[config.mk]
export PLATFORM = sky130hd
export DESIGN_NAME = axis_burst_master_gen
export DESIGN_NICKNAME = d
export VERILOG_FILES = /design/src/rtl/axis_burst_master_gen.sv
export SDC_FILE = /design/constraint.sdc
export NUM_CORES = 1
export LEC_CHECK = 0
export BUFFER_PORTS_ARGS = -buffer_cell sky130_fd_sc_hd__buf_4
export CAP_MARGIN = 15
export CORE_MARGIN = 3
export CORE_UTILIZATION = 60
export DETAILED_ROUTE_END_ITERATION = 12
export GPL_ROUTABILITY_DRIVEN = 1
export HOLD_SLACK_MARGIN = 0.1
export PLACE_DENSITY = 0.82
export SYNTH_ARGS = -nofsm -noshare
export SYNTH_HDL_FRONTEND = slang
export SYNTH_SLANG_ARGS = --single-unit
[constraint.sdc]
create_clock -name M_AXIS_ACLK -period 5.6 [get_ports M_AXIS_ACLK]
set_clock_uncertainty 0.2 [all_clocks]
set_input_delay 0.84 -clock M_AXIS_ACLK [delete_from_list [all_inputs] [get_ports M_AXIS_ACLK]]
set_output_delay 0.84 -clock M_AXIS_ACLK [all_outputs]
set_load 0.05 [all_outputs]
[src/rtl/axis_burst_master_gen.sv]
// AXI4-Stream burst traffic generator: after a start delay, emits BURST_LEN-beat
// bursts of an incrementing data pattern with TLAST on the final beat.
// Optional feature macro: AXIS_BURST_GEN_TUSER_EN (adds M_AXIS_TUSER, high on beat 1).
module axis_burst_master_gen #(
  parameter int unsigned C_M_AXIS_TDATA_WIDTH = 32,
  parameter int unsigned C_M_START_COUNT      = 32,
  parameter int unsigned BURST_LEN            = 8,
  parameter int unsigned NUM_BURSTS           = 0,
  parameter logic [C_M_AXIS_TDATA_WIDTH-1:0] DATA_INIT = C_M_AXIS_TDATA_WIDTH'(1)
) (
  input  logic                                M_AXIS_ACLK,
  input  logic                                M_AXIS_ARESETN,
  input  logic                                enable,
  output logic                                M_AXIS_TVALID,
  output logic [C_M_AXIS_TDATA_WIDTH-1:0]     M_AXIS_TDATA,
  output logic [(C_M_AXIS_TDATA_WIDTH/8)-1:0] M_AXIS_TSTRB,
  output logic                                M_AXIS_TLAST,
`ifdef AXIS_BURST_GEN_TUSER_EN
  output logic                                M_AXIS_TUSER,
`endif
  input  logic                                M_AXIS_TREADY,
  output logic                                busy,
  output logic [15:0]                         bursts_sent,
  output logic                                done
);

  localparam int unsigned DW     = C_M_AXIS_TDATA_WIDTH;
  localparam int unsigned DLY_W  = (C_M_START_COUNT > 1) ? $clog2(C_M_START_COUNT) : 1;
  localparam int unsigned BEAT_W = (BURST_LEN > 1) ? $clog2(BURST_LEN) : 1;

  typedef enum logic [1:0] {
    S_IDLE       = 2'd0,
    S_WAIT_START = 2'd1,
    S_SEND       = 2'd2,
    S_DONE       = 2'd3
  } state_t;

  state_t              r_state, w_state;
  logic [DLY_W-1:0]    r_dly, w_dly;
  logic [BEAT_W-1:0]   r_beat, w_beat;
  logic [DW-1:0]       r_data, w_data;
  logic                r_tvalid, w_tvalid;
  logic                r_tlast, w_tlast;
  logic                r_busy, w_busy;
  logic                r_done, w_done;
  logic [15:0]         r_bursts, w_bursts;
  logic                w_accept;
  logic                w_last_burst;
`ifdef AXIS_BURST_GEN_TUSER_EN
  logic                r_tuser, w_tuser;
`endif

  assign w_accept     = r_tvalid & M_AXIS_TREADY;
  // Session ends when the burst just completed is the NUM_BURSTS-th one
  assign w_last_burst = (NUM_BURSTS != 0) && ((32'(r_bursts) + 32'd1) == NUM_BURSTS);

  // State and registered-output update
  always_ff @(posedge M_AXIS_ACLK or negedge M_AXIS_ARESETN) begin
    if (!M_AXIS_ARESETN) begin
      r_state  <= S_IDLE;
      r_dly    <= '0;
      r_beat   <= '0;
      r_data   <= DATA_INIT;
      r_tvalid <= 1'b0;
      r_tlast  <= 1'b0;
      r_busy   <= 1'b0;
      r_done   <= 1'b0;
      r_bursts <= 16'd0;
`ifdef AXIS_BURST_GEN_TUSER_EN
      r_tuser  <= 1'b0;
`endif
    end else begin
      r_state  <= w_state;
      r_dly    <= w_dly;
      r_beat   <= w_beat;
      r_data   <= w_data;
      r_tvalid <= w_tvalid;
      r_tlast  <= w_tlast;
      r_busy   <= w_busy;
      r_done   <= w_done;
      r_bursts <= w_bursts;
`ifdef AXIS_BURST_GEN_TUSER_EN
      r_tuser  <= w_tuser;
`endif
    end
  end

  // Next-state and next-output logic; outputs only change on acceptance while valid
  always_comb begin
    w_state  = r_state;
    w_dly    = r_dly;
    w_beat   = r_beat;
    w_data   = r_data;
    w_tvalid = r_tvalid;
    w_tlast  = r_tlast;
    w_bursts = r_bursts;
`ifdef AXIS_BURST_GEN_TUSER_EN
    w_tuser  = r_tuser;
`endif
    case (r_state)
      S_IDLE: begin
        if (enable) begin
          w_state  = S_WAIT_START;
          w_dly    = '0;
          w_bursts = 16'd0;
        end
      end
      S_WAIT_START: begin
        if (r_dly == DLY_W'(C_M_START_COUNT - 1)) begin
          w_state  = S_SEND;
          w_beat   = '0;
          w_tvalid = 1'b1;
          w_tlast  = (BURST_LEN == 1);
`ifdef AXIS_BURST_GEN_TUSER_EN
          w_tuser  = 1'b1;
`endif
        end else begin
          w_dly = r_dly + DLY_W'(1);
        end
      end
      S_SEND: begin
        if (w_accept) begin
          w_data = r_data + DW'(1);
`ifdef AXIS_BURST_GEN_TUSER_EN
          w_tuser = 1'b0;
`endif
          if (r_tlast) begin
            w_tvalid = 1'b0;
            w_tlast  = 1'b0;
            w_bursts = (r_bursts == 16'hFFFF) ? r_bursts : r_bursts + 16'd1;
            if (w_last_burst) begin
              w_state = S_DONE;
            end else if (!enable) begin
              w_state = S_IDLE;
            end else begin
              w_state = S_WAIT_START;
              w_dly   = '0;
            end
          end else begin
            w_beat  = r_beat + BEAT_W'(1);
            w_tlast = (BURST_LEN == 1) || (r_beat == BEAT_W'(BURST_LEN - 2));
          end
        end
      end
      S_DONE: begin
        w_tvalid = 1'b0;
        w_tlast  = 1'b0;
        if (!enable) begin
          w_state = S_IDLE;
        end
      end
      default: begin
        w_state = S_IDLE;
      end
    endcase
    w_busy = (w_state == S_WAIT_START) || (w_state == S_SEND);
    w_done = (w_state == S_DONE);
  end

  assign M_AXIS_TVALID = r_tvalid;
  assign M_AXIS_TDATA  = r_data;
  assign M_AXIS_TSTRB  = '1;
  assign M_AXIS_TLAST  = r_tlast;
  assign busy          = r_busy;
  assign done          = r_done;
  assign bursts_sent   = r_bursts;
`ifdef AXIS_BURST_GEN_TUSER_EN
  assign M_AXIS_TUSER  = r_tuser;
`endif

endmodule

==> summary.md <==
| Metric | Value |
|---|---|
| First-pass GRT wire length | `12050 microns` |
| Reg2Reg Depth | `7` |
| Core Region | `5172 sq um` |
| Starting DRT DRC Count | `151` |
| Worst reg2reg setup slack | `3.04 ns` |
| Largest net degree at the start of global routing | `63` |
| Via/cell ratio | `5.975` |
| Min Tclk post-route | `2.563 ns` |
| Sequential Power Share | `48.8%` |
| Post-CTS sizing | `0` |
| Synth area leader | `dfrtp_1` |
| Combinational share of power | `18.4%` |
| Startpoint type of the worst setup path | `flop` |
| Synth top area share | `46.76%` |
| Layout Cells excl Fill | `446` |
| Net Sw Frac | `30.97%` |
| Design Power | `1.083 mW` |
| Placed cells | `432` |
| Hpwl dp | `4764 microns` |
| Pwr dens | `277.9 nW/um^2` |
| LEAKAGE | `1.825 nW` |
| Synth warn | `0` |
| Ys async rst share | `100.0%` |
| Synth Area per Inst | `10.36 sq um` |
| Total grt overflow | `0` |
| Final setup fails | `0` |
| WL/cell | `15.66 microns` |
| Crit path capture type | `flop` |
| Cell Area, Synth | `3264 sq um` |
| Vias in the first global route | `2641` |
| Pre-CTS WS | `2.967 ns` |
| Worst-margin pin slew | `0.7654 ns` |
| Arrival time worst endpoint | `2.61 ns` |
| Net Sw Power | `0.3353 mW` |
| CTS Hold Bufs | `0` |
| Clk buf depth | `2` |
| CTS tree | `yes` |
| Die area | `6362 sq um` |
| Util after Layout | `75.30%` |
| Max-slew violation total from the final report | `0` |
| Clock Sinks | `62` |
| Drt pass-1 iters | `4` |
| IO Port Bufs | `55` |
| Final period utilization | `45.76%` |
| Skew-Pair Late Insertion Delay | `0.33 ns` |
| Max-slew headroom | `48.97%` |
| Die H | `79.76 microns` |
| CTS clk-pin slew, worst paths | `0.07 ns` |
| Hold WC Path Type | `flop to flop` |
| Clock share of power | `32.7%` |
| Detailed Route WL | `6984 microns` |
| Mapped Cells | `315` |
| Post-DRT Antenna Nets | `0` |
| Final hold violation count | `0` |
| Post-synth EDFFs | `0` |
| # fillers | `366` |
| Ant diodes | `0` |
| Die Width | `79.76 microns` |
| Sequential area share after synthesis | `47.57%` |
| RSZ-0062 raised after global routing | `no` |
| Layout area overhead | `19.32%` |
| VDD IR max | `0.0002263 V` |
| Post-CTS setup buffers | `0` |
| Synth top area cells | `dfrtp_1, xnor2_1, nand2_1` |
| Vias | `2665` |
| Share of layout cells above drive strength 1 | `21.81%` |
| Initial Utilization | `63.11%` |
| Final setup margin | `3.037 ns` |
| Initial antenna violation count | `0` |
| CTS root buf | `clkbuf_8` |
| Gr usage total | `23.80%` |
| Netlist cell types | `56` |
| CP endpoint | `r_dly[3]` |
| Int Power | `0.7473 mW` |
| IO Pins | `60` |
| Status | `finished, final reports clean` |
| Crit. Startpoint | `r_dly[0]` |
| # H-tree levels | `3` |
| FF-to-FF End | `r_dly[3]` |
| Fin nets | `385` |
| Top_reg_cell synth | `dfrtp_1` |
| #FFs+latches synth | `62` |
| RD Place Congestion | `0.8423` |
| # DRC | `0` |
| Total CTS buffers | `9` |
| CP Class | `flop to flop` |
| Reg2reg start | `r_dly[0]` |
| Max-cap violations | `0` |
| Max Fclk | `390.2 MHz` |
| Critical Path RT | `5.65 ns` |
| Num rows | `26` |
| Crit-path max FO | `8` |
| Setup_tns | `0 ns` |
layer usage:
layer  track usage [%]  share of wire (%)
met5                 0                  0
met4             9.122                1.5
met3             4.289                5.2
met2             39.48                 49
met1             31.06                 45
sequential cells by signal, summed over array words and instances (netlist names):
| signal | count |
|---|---|
| bursts_sent | 16 |
| r_beat | 3 |
| done | 1 |
| M_AXIS_TDATA | 32 |
| busy | 1 |
| r_state | 2 |
| r_dly | 5 |
| M_AXIS_TVALID | 1 |
| M_AXIS_TLAST | 1 |
how the worst min path moves through the flow:
stage | end | start | depth (start not counted)
after floorplan | r_beat[0] | r_beat[0] | 1
after global placement | M_AXIS_TDATA[31] | M_AXIS_TDATA[31] | 1
after detailed placement | M_AXIS_TDATA[31] | M_AXIS_TDATA[31] | 1
after CTS | M_AXIS_TDATA[31] | M_AXIS_TDATA[31] | 1
after global routing | M_AXIS_TDATA[31] | M_AXIS_TDATA[31] | 1
final | M_AXIS_TDATA[31] | M_AXIS_TDATA[31] | 1
cells in the mapped netlist (all sizes together) (6+ instances only):
library cell / instances
buf: 6
nand4: 21
o21ai: 8
xnor2: 30
clkbuf: 7
dfrtp: 61
ha: 8
and3: 7
nor2: 11
nand3: 21
mux2i: 8
nand2: 34
inv: 7
nand2b: 11
a21oi: 11
metrics by stage:
stage                     instance area (sq um)  hold WS, ns
after floorplan                            3276       0.2836
after global placement                     3721       0.2635
after detailed placement                   3721       0.2690
after CTS                                  3895       0.2773
after global routing                       3895       0.3051
final                                      3895       0.2742
worst max-delay path, cell delays in order (launching register included):
cell and delay (ns):
dfrtp_1 0.40, ha_1 0.22, and3_1 0.20, ha_1 0.21, nor3b_1 0.43, o2bb2ai_1 0.26
or3_1 0.40, a22oi_1 0.16
logic make-up after synthesis:
logic type | Yosys count | share of synthesized area [%]
compound gates | 48 | 10.54
fa+ha+maj | 8 | 3.066
buf+inv | 20 | 2.951
xor+xnor | 32 | 8.586
mux | 11 | 3.488
other cells | 1 | 0.1149
flops | 62 | 47.57
simple gates | 133 | 23.69
power by group through the flow:
stage	clock, mW	combinational [mW]	sequential, mW
4_1_cts	0.356	0.201	0.528
3_3_place_gp	0	0.195	0.533
6_report	0.354	0.200	0.529
2_1_floorplan	0	0.119	0.561
3_5_place_dp	0	0.200	0.535
5_1_grt	0.380	0.225	0.535
cells in the final DEF, fill, tap and decap left out, types with 3 or more instances in the layout:
cell type  count
a211oi_1       4
a21oi_1       11
and3_1         7
and4_1         4
buf_4         57
clkbuf_8      12
conb_1         4
dfrtp_1       61
ha_1           8
inv_1          7
mux2_2         3
mux2i_1        8
nand2_1       34
nand2b_1      11
nand3_1       20
nand4_1       20
nor2_1        11
nor2b_1        4
nor3_1         3
o21ai_0        8
xnor2_1       30
cell type report:
type / count / area (sq um) / area share, %
clock inverter: 1 / 5.005 / 0.1285
multi-input combinational: 236 / 1627 / 41.76
tap: 70 / 87.58 / 2.249
inverter: 7 / 26.28 / 0.6746
clock buffer: 13 / 168.9 / 4.337
timing repair buffer: 57 / 427.9 / 10.99
sequential: 62 / 1553 / 39.87
(Power assumes the default switching activity.)
